==> src/rtl/machine_driver_if.sv <==
// Signal bundle between the machine driver and its environment: the command
// handshake from the host, the control/data lines of the processing machine,
// and the result handshake back to the host.
interface machine_driver_if;
  // Command handshake (host -> driver)
  logic       cmd_valid;
  logic       cmd_ready;
  logic [7:0] cmd_x;
  logic [1:0] cmd_on;

  // Machine control and data (driver <-> machine)
  logic [7:0] m_x;
  logic [1:0] m_on;
  logic       m_start;
  logic       m_active;
  logic [1:0] m_regime;
  logic [7:0] m_y;
  logic [2:0] m_s;
  logic       m_b;

  // Result handshake (driver -> host)
  logic       res_valid;
  logic       res_ready;
  logic [7:0] res_y;
  logic [2:0] res_s;
  logic       res_b;
  logic [1:0] res_regime;
  logic [1:0] res_err;
  logic [7:0] res_cycles;

  // Driver side
  modport master (
    input  cmd_valid, cmd_x, cmd_on,
    input  m_active, m_regime, m_y, m_s, m_b,
    input  res_ready,
    output cmd_ready,
    output m_x, m_on, m_start,
    output res_valid, res_y, res_s, res_b, res_regime, res_err, res_cycles
  );

  // Environment side (host plus machine)
  modport slave (
    output cmd_valid, cmd_x, cmd_on,
    output m_active, m_regime, m_y, m_s, m_b,
    output res_ready,
    input  cmd_ready,
    input  m_x, m_on, m_start,
    input  res_valid, res_y, res_s, res_b, res_regime, res_err, res_cycles
  );
endinterface

==> src/rtl/machine_driver.sv <==
// Host-side initiator for the processing machine. Accepts one command, drives
// the machine operands and a single start pulse, follows the machine's active
// flag through acknowledge and completion, and presents the captured outputs
// (or an error code) as one result on a valid/ready handshake.
module machine_driver #(
  parameter int ACK_WAIT = 8,   // 1..255 cycles waiting for acknowledge
  parameter int TIMEOUT  = 64   // 1..255 active cycles before giving up
) (
  input logic             clk,
  input logic             rst,
  machine_driver_if.master bus
);

  localparam logic [7:0] ACK_LIM = 8'(ACK_WAIT);
  localparam logic [7:0] TO_LIM  = 8'(TIMEOUT);

  localparam logic [1:0] ERR_OK    = 2'b00;
  localparam logic [1:0] ERR_NOACK = 2'b01;
  localparam logic [1:0] ERR_TOUT  = 2'b10;

  typedef enum logic [2:0] {
    IDLE,
    SETUP,
    START,
    WAIT_ACK,
    WAIT_DONE,
    RESULT
  } state_t;

  // Counters stop at all-ones instead of wrapping.
  function automatic logic [7:0] sat_inc8(input logic [7:0] v);
    return (v == 8'hFF) ? v : v + 8'd1;
  endfunction

  state_t     state_q, state_d;
  logic [7:0] cnt_q, cnt_d;          // ack-wait / timeout counter
  logic [7:0] cyc_q, cyc_d;          // active cycles seen in WAIT_DONE
  logic [7:0] m_x_q, m_x_d;
  logic [1:0] m_on_q, m_on_d;
  logic [7:0] res_y_q, res_y_d;
  logic [2:0] res_s_q, res_s_d;
  logic       res_b_q, res_b_d;
  logic [1:0] res_regime_q, res_regime_d;
  logic [1:0] res_err_q, res_err_d;
  logic [7:0] res_cycles_q, res_cycles_d;

  logic [7:0] cnt_inc;
  logic [7:0] cyc_inc;

  assign cnt_inc = sat_inc8(cnt_q);
  assign cyc_inc = sat_inc8(cyc_q);

  // Handshake and strobe outputs are pure decodes of the registered state, so
  // they fall with the state on an asynchronous reset.
  assign bus.cmd_ready  = (state_q == IDLE);
  assign bus.m_start    = (state_q == START);
  assign bus.res_valid  = (state_q == RESULT);

  assign bus.m_x        = m_x_q;
  assign bus.m_on       = m_on_q;
  assign bus.res_y      = res_y_q;
  assign bus.res_s      = res_s_q;
  assign bus.res_b      = res_b_q;
  assign bus.res_regime = res_regime_q;
  assign bus.res_err    = res_err_q;
  assign bus.res_cycles = res_cycles_q;

  // State, counters, operand and result registers.
  always_ff @(posedge clk or posedge rst) begin
    if (rst) begin
      state_q      <= IDLE;
      cnt_q        <= 8'd0;
      cyc_q        <= 8'd0;
      m_x_q        <= 8'd0;
      m_on_q       <= 2'd0;
      res_y_q      <= 8'd0;
      res_s_q      <= 3'd0;
      res_b_q      <= 1'b0;
      res_regime_q <= 2'd0;
      res_err_q    <= ERR_OK;
      res_cycles_q <= 8'd0;
    end else begin
      state_q      <= state_d;
      cnt_q        <= cnt_d;
      cyc_q        <= cyc_d;
      m_x_q        <= m_x_d;
      m_on_q       <= m_on_d;
      res_y_q      <= res_y_d;
      res_s_q      <= res_s_d;
      res_b_q      <= res_b_d;
      res_regime_q <= res_regime_d;
      res_err_q    <= res_err_d;
      res_cycles_q <= res_cycles_d;
    end
  end

  // Next-state and register update logic; everything holds unless a state
  // explicitly changes it.
  always_comb begin
    state_d      = state_q;
    cnt_d        = cnt_q;
    cyc_d        = cyc_q;
    m_x_d        = m_x_q;
    m_on_d       = m_on_q;
    res_y_d      = res_y_q;
    res_s_d      = res_s_q;
    res_b_d      = res_b_q;
    res_regime_d = res_regime_q;
    res_err_d    = res_err_q;
    res_cycles_d = res_cycles_q;

    case (state_q)
      IDLE: begin
        // cmd_ready is high throughout IDLE, so valid alone completes the
        // handshake.
        if (bus.cmd_valid) begin
          m_x_d   = bus.cmd_x;
          m_on_d  = bus.cmd_on;
          state_d = SETUP;
        end
      end

      SETUP: begin
        // Give the machine one full cycle of stable operands before start.
        state_d = START;
      end

      START: begin
        cnt_d   = 8'd0;
        cyc_d   = 8'd0;
        state_d = WAIT_ACK;
      end

      WAIT_ACK: begin
        if (bus.m_active) begin
          // An active flag already high here is taken as the acknowledge.
          cnt_d   = 8'd0;
          cyc_d   = 8'd0;
          state_d = WAIT_DONE;
        end else begin
          cnt_d = cnt_inc;
          if (cnt_inc == ACK_LIM) begin
            res_err_d    = ERR_NOACK;
            res_y_d      = 8'd0;
            res_s_d      = 3'd0;
            res_b_d      = 1'b0;
            res_regime_d = 2'd0;
            res_cycles_d = 8'd0;
            state_d      = RESULT;
          end
        end
      end

      WAIT_DONE: begin
        if (bus.m_active) begin
          cnt_d = cnt_inc;
          cyc_d = cyc_inc;
          if (cnt_inc == TO_LIM) begin
            // Give up but still report what the machine shows right now.
            res_err_d    = ERR_TOUT;
            res_y_d      = bus.m_y;
            res_s_d      = bus.m_s;
            res_b_d      = bus.m_b;
            res_regime_d = bus.m_regime;
            res_cycles_d = cyc_inc;
            state_d      = RESULT;
          end
        end else begin
          // Machine outputs are valid in the same cycle active drops.
          res_err_d    = ERR_OK;
          res_y_d      = bus.m_y;
          res_s_d      = bus.m_s;
          res_b_d      = bus.m_b;
          res_regime_d = bus.m_regime;
          res_cycles_d = cyc_q;
          state_d      = RESULT;
        end
      end

      RESULT: begin
        // Result registers keep their values after the handshake.
        if (bus.res_ready) begin
          state_d = IDLE;
        end
      end

      default: begin
        state_d = IDLE;
      end
    endcase
  end

endmodule

==> src/flat_wrapper.sv <==
// flat-port wrapper written by rule: the top's interface ports become plain ports
module machine_driver_flat 
#(
  parameter int ACK_WAIT = 8,                                           
  parameter int TIMEOUT  = 64                                           
)
  (clk, rst, bus_cmd_valid, bus_cmd_x, bus_cmd_on, bus_m_active, bus_m_regime, bus_m_y, bus_m_s, bus_m_b, bus_res_ready, bus_cmd_ready, bus_m_x, bus_m_on, bus_m_start, bus_res_valid, bus_res_y, bus_res_s, bus_res_b, bus_res_regime, bus_res_err, bus_res_cycles);
  machine_driver_if bus_i ();
  input logic clk;
  input logic rst;
  input wire logic [$bits(bus_i.cmd_valid)-1:0] bus_cmd_valid;
  input wire logic [$bits(bus_i.cmd_x)-1:0] bus_cmd_x;
  input wire logic [$bits(bus_i.cmd_on)-1:0] bus_cmd_on;
  input wire logic [$bits(bus_i.m_active)-1:0] bus_m_active;
  input wire logic [$bits(bus_i.m_regime)-1:0] bus_m_regime;
  input wire logic [$bits(bus_i.m_y)-1:0] bus_m_y;
  input wire logic [$bits(bus_i.m_s)-1:0] bus_m_s;
  input wire logic [$bits(bus_i.m_b)-1:0] bus_m_b;
  input wire logic [$bits(bus_i.res_ready)-1:0] bus_res_ready;
  output wire logic [$bits(bus_i.cmd_ready)-1:0] bus_cmd_ready;
  output wire logic [$bits(bus_i.m_x)-1:0] bus_m_x;
  output wire logic [$bits(bus_i.m_on)-1:0] bus_m_on;
  output wire logic [$bits(bus_i.m_start)-1:0] bus_m_start;
  output wire logic [$bits(bus_i.res_valid)-1:0] bus_res_valid;
  output wire logic [$bits(bus_i.res_y)-1:0] bus_res_y;
  output wire logic [$bits(bus_i.res_s)-1:0] bus_res_s;
  output wire logic [$bits(bus_i.res_b)-1:0] bus_res_b;
  output wire logic [$bits(bus_i.res_regime)-1:0] bus_res_regime;
  output wire logic [$bits(bus_i.res_err)-1:0] bus_res_err;
  output wire logic [$bits(bus_i.res_cycles)-1:0] bus_res_cycles;
  assign bus_i.cmd_valid = bus_cmd_valid;
  assign bus_i.cmd_x = bus_cmd_x;
  assign bus_i.cmd_on = bus_cmd_on;
  assign bus_i.m_active = bus_m_active;
  assign bus_i.m_regime = bus_m_regime;
  assign bus_i.m_y = bus_m_y;
  assign bus_i.m_s = bus_m_s;
  assign bus_i.m_b = bus_m_b;
  assign bus_i.res_ready = bus_res_ready;
  assign bus_cmd_ready = bus_i.cmd_ready;
  assign bus_m_x = bus_i.m_x;
  assign bus_m_on = bus_i.m_on;
  assign bus_m_start = bus_i.m_start;
  assign bus_res_valid = bus_i.res_valid;
  assign bus_res_y = bus_i.res_y;
  assign bus_res_s = bus_i.res_s;
  assign bus_res_b = bus_i.res_b;
  assign bus_res_regime = bus_i.res_regime;
  assign bus_res_err = bus_i.res_err;
  assign bus_res_cycles = bus_i.res_cycles;
  machine_driver #(.ACK_WAIT(ACK_WAIT), .TIMEOUT(TIMEOUT)) u_core (.clk(clk), .rst(rst), .bus(bus_i));
endmodule
==> config.mk <==
export PLATFORM = sky130hd
export DESIGN_NAME = machine_driver_flat
export DESIGN_NICKNAME = d
export VERILOG_FILES = /design/src/rtl/machine_driver_if.sv /design/src/rtl/machine_driver.sv /design/src/flat_wrapper.sv
export SDC_FILE = /design/constraint.sdc
export NUM_CORES = 1
export LEC_CHECK = 0
export CAP_MARGIN = 10
export CORE_UTILIZATION = 40
export DETAILED_ROUTE_END_ITERATION = 8
export PLACE_DENSITY = 0.7
export SYNTH_ARGS = -nofsm -noshare
export SYNTH_HDL_FRONTEND = slang
export SYNTH_SLANG_ARGS = --single-unit
==> constraint.sdc <==
create_clock -name clk -period 2.94 [get_ports clk]
set_input_delay 0.294 -clock clk [delete_from_list [all_inputs] [get_ports clk]]
set_output_delay 0.294 -clock clk [all_outputs]
set_load 0.05 [all_outputs]
==> flow_metrics.env <==
export IMPL_port_buffers=65
export IMPL_syn_num_nets=287
export IMPL_cts_buffers=5
export IMPL_grt_max_degree=54
export IMPL_synth_top_area_frac=0.498
export IMPL_drtIter0Drc=129
export IMPL_hpwlAfterDp_mm=4.02
export IMPL_post_cts_resized=0
export IMPL_clkSinkCount=53
export IMPL_post_synth_num_cell_types=44
export IMPL_clock_path_buffers=2
export IMPL_end_kind="flop"
export IMPL_drtPass1Iterations=5
export IMPL_worstPathMaxFanout=23
export IMPL_vias_per_cell=5.55
export IMPL_drive_above_1_share=0.0918
export IMPL_syn_area_um2=2660
export IMPL_slew_violations=0
export IMPL_synth_cells=256
export IMPL_final_common_cell="clkdlybuf4s50_1"
export IMPL_synth_avg_cell_area_um2=10.4
export IMPL_synth_edf_count=0
export IMPL_worst_slew_pin_slew_ns=0.527
export IMPL_power_density_nw_per_um2=955
export IMPL_insertedDiodeCount=0
export IMPL_ys_seq_area_frac=0.498
export IMPL_ys_seq_elements=53
export IMPL_hold_viol_final=0
export IMPL_grt_use_total=0.178
export IMPL_hold_class="in2async"
export IMPL_wire_per_inst_um=14.6
export IMPL_maxCapViolations=0
export IMPL_leakage_nw=1.44
export IMPL_clk_pin_slew_ns=0.09
export IMPL_mostFrequentLayoutCells="clkdlybuf4s50_1, dfrtp_1, nand2_1"
export IMPL_ir_drop_v=0.000599
export IMPL_rsz0062_at_grt="no"
export IMPL_crit_arrival_ns=2.59
export IMPL_finalNetCount=346
export IMPL_initial_core_util=0.417
export IMPL_post_cts_setup_buffer_count=0
export IMPL_synth_main_ff_cell="dfrtp_1"
export IMPL_drtAntennaViolNets=0
export IMPL_slew_limit_headroom=0.646
export IMPL_synth_area_top_cells="dfrtp_1, a22o_1, mux2_2"
export IMPL_die_area_um2=6980
export IMPL_cp_start_kind="flop"
export IMPL_period_share=0.816
export IMPL_grt_pass1_vias=2176
export IMPL_setup_ws_ns=0.541
export IMPL_num_vias=2182
export IMPL_finalSetupTns_ns=0
export IMPL_fill_cells=568
export IMPL_path_class="reg2reg"
export IMPL_drc=0
export IMPL_fp_dieW_um=83.6
export IMPL_setup_violations=0
export IMPL_cts_max_level=2
export IMPL_cts_hold_buf=0
export IMPL_core_rowCount=29
export IMPL_outcome="complete, no violations"
export IMPL_grt_remaining_overflow=0
export IMPL_period_needed_ns=2.40
export IMPL_async_flop_share=1.00
export IMPL_io_pins=66
export IMPL_die_y_um=83.6
export IMPL_finalWeightedCongestion=0.806
export IMPL_skew_ns=0.00815
export IMPL_grt_pass1_wl_mm=10.3
export IMPL_finalWirelength_mm=5.74
export IMPL_cts_root_buffer="clkbuf_8"
export IMPL_antenna_found_initial=0
export IMPL_max_freq_mhz=417
export IMPL_coreArea_um2=6390
export IMPL_yosysTopAreaCell="dfrtp_1"
export IMPL_clk_latency_ns=0.30
export IMPL_dpl_worst_slack_ns=0.562
export IMPL_syn2layout_area_growth_pct=29.4
export IMPL_cts_tree="built"
export IMPL_synth_warnings=0
export IMPL_worstPathRequired_ns=3.13
[power by group]
| group | switching (W) | internal [W] | total (W) |
|---|---|---|---|
| logic | 0.00111 | 0.000663 | 0.00177 |
| clock network | 0.000225 | 0.000169 | 0.000394 |
| registers | 0.000168 | 0.000951 | 0.00112 |
| total | 0.00150 | 0.00178 | 0.00329 |
[per-layer routing]
metal / share of wire / routed length (µm) / vias up / global-route usage
li1: - / - / 1068 / -
met1: 0.50 / 2860 / 1022 / 0.256
met2: 0.43 / 2450 / 90 / 0.268
met3: 0.075 / 430 / 2 / 0.0465
met4: 0.0014 / 8 / 0 / 0.0447
met5: 0 / 0 / - / 0
[logic make-up (layout without fill, tap and decap cells)]
family | count (synthesis) | in the layout | synth area share
multiplexers | 14 | 14 | 0.0583
AND/OR/NAND/NOR | 78 | 78 | 0.153
XOR/XNOR | 5 | 5 | 0.0165
AO/OA/AOI/OAI | 80 | 80 | 0.220
buffers and inverters | 24 | 84 | 0.0442
flip-flops | 53 | 53 | 0.498
adder cells (fa/ha/maj) | 2 | 2 | 0.00940
[registers in the layout, summed over array words and instances, names as in the netlist, 3 cells and up]
signal                 cells
u_core.cnt_q               8
u_core.bus.m_x             8
u_core.bus.res_y           8
u_core.bus.res_cycles      8
u_core.cyc_q               8
u_core.bus.res_s           3
u_core.state_q             3
[final timing paths]
path / start / end / slack (ns) / cells after the start
setup / recovery: u_core.cnt_q[0] / u_core.bus.res_cycles[3] / 0.54 / 7
hold / removal: rst / u_core.bus.res_cycles[6] / 0.35 / 3
setup reg to reg: u_core.cnt_q[0] / u_core.bus.res_cycles[3] / 0.54 / 7
hold reg to reg: u_core.bus.res_err[1] / u_core.bus.res_err[1] / 0.49 / 1
max in group asynchronous: rst / u_core.state_q[2] / 2.35 / 3
min in group clk: u_core.bus.res_err[1] / u_core.bus.res_err[1] / 0.49 / 1
[cells in the mapped netlist, drive strengths merged, types with 2 or more instances]
cell,n
dfrtp,53
nand2,26
a22o,22
a21oi,15
o21ai,14
mux2,12
nor2,12
clkbuf,10
nor3,9
a31oi,7
buf,7
inv,7
nand3,6
and3,5
xnor2,5
nand4,4
o31ai,4
a32o,3
o22ai,3
a21o,2
a41o,2
a41oi,2
and2,2
and4,2
ha,2
mux2i,2
nand2b,2
nand4b,2
nor2b,2
nor3b,2
o21a,2
[critical path, stage by stage (launching register included)]
cell	delay [ns]
dfrtp_1	0.42
ha_1	0.33
nand4_2	0.18
or4_4	0.53
a311oi_2	0.31
nor2_2	0.05
buf_4	0.21
a22o_1	0.26
[per-stage QoR]
stage / utilization / cell area (µm²) / power (W) / hold slack, ns / instances
2_1_floorplan: - / 2660 / 0.00235 / 0.434 / 256
3_3_place_gp: 0.526 / 3360 / 0.00288 / 0.461 / 385
3_5_place_dp: 0.526 / 3360 / 0.00291 / 0.479 / 385
4_1_cts: 0.539 / 3440 / 0.00332 / 0.364 / 393
5_1_grt: 0.539 / 3440 / 0.00348 / 0.385 / 393
6_report: 0.539 / 3440 / 0.00329 / 0.350 / 393
[area by class of cell]
| type | instances | area (µm²) | area share |
|---|---|---|---|
| tap | 77 | 96.3 | 0.0280 |
| sequential | 53 | 1330 | 0.385 |
| multi-input combinational | 179 | 1220 | 0.354 |
| clock buffer | 7 | 76.3 | 0.0222 |
| timing repair buffer | 69 | 693 | 0.201 |
| clock inverter | 1 | 7.51 | 0.00218 |
| inverter | 7 | 26.3 | 0.00763 |
Power figures use the tool's default switching activity.
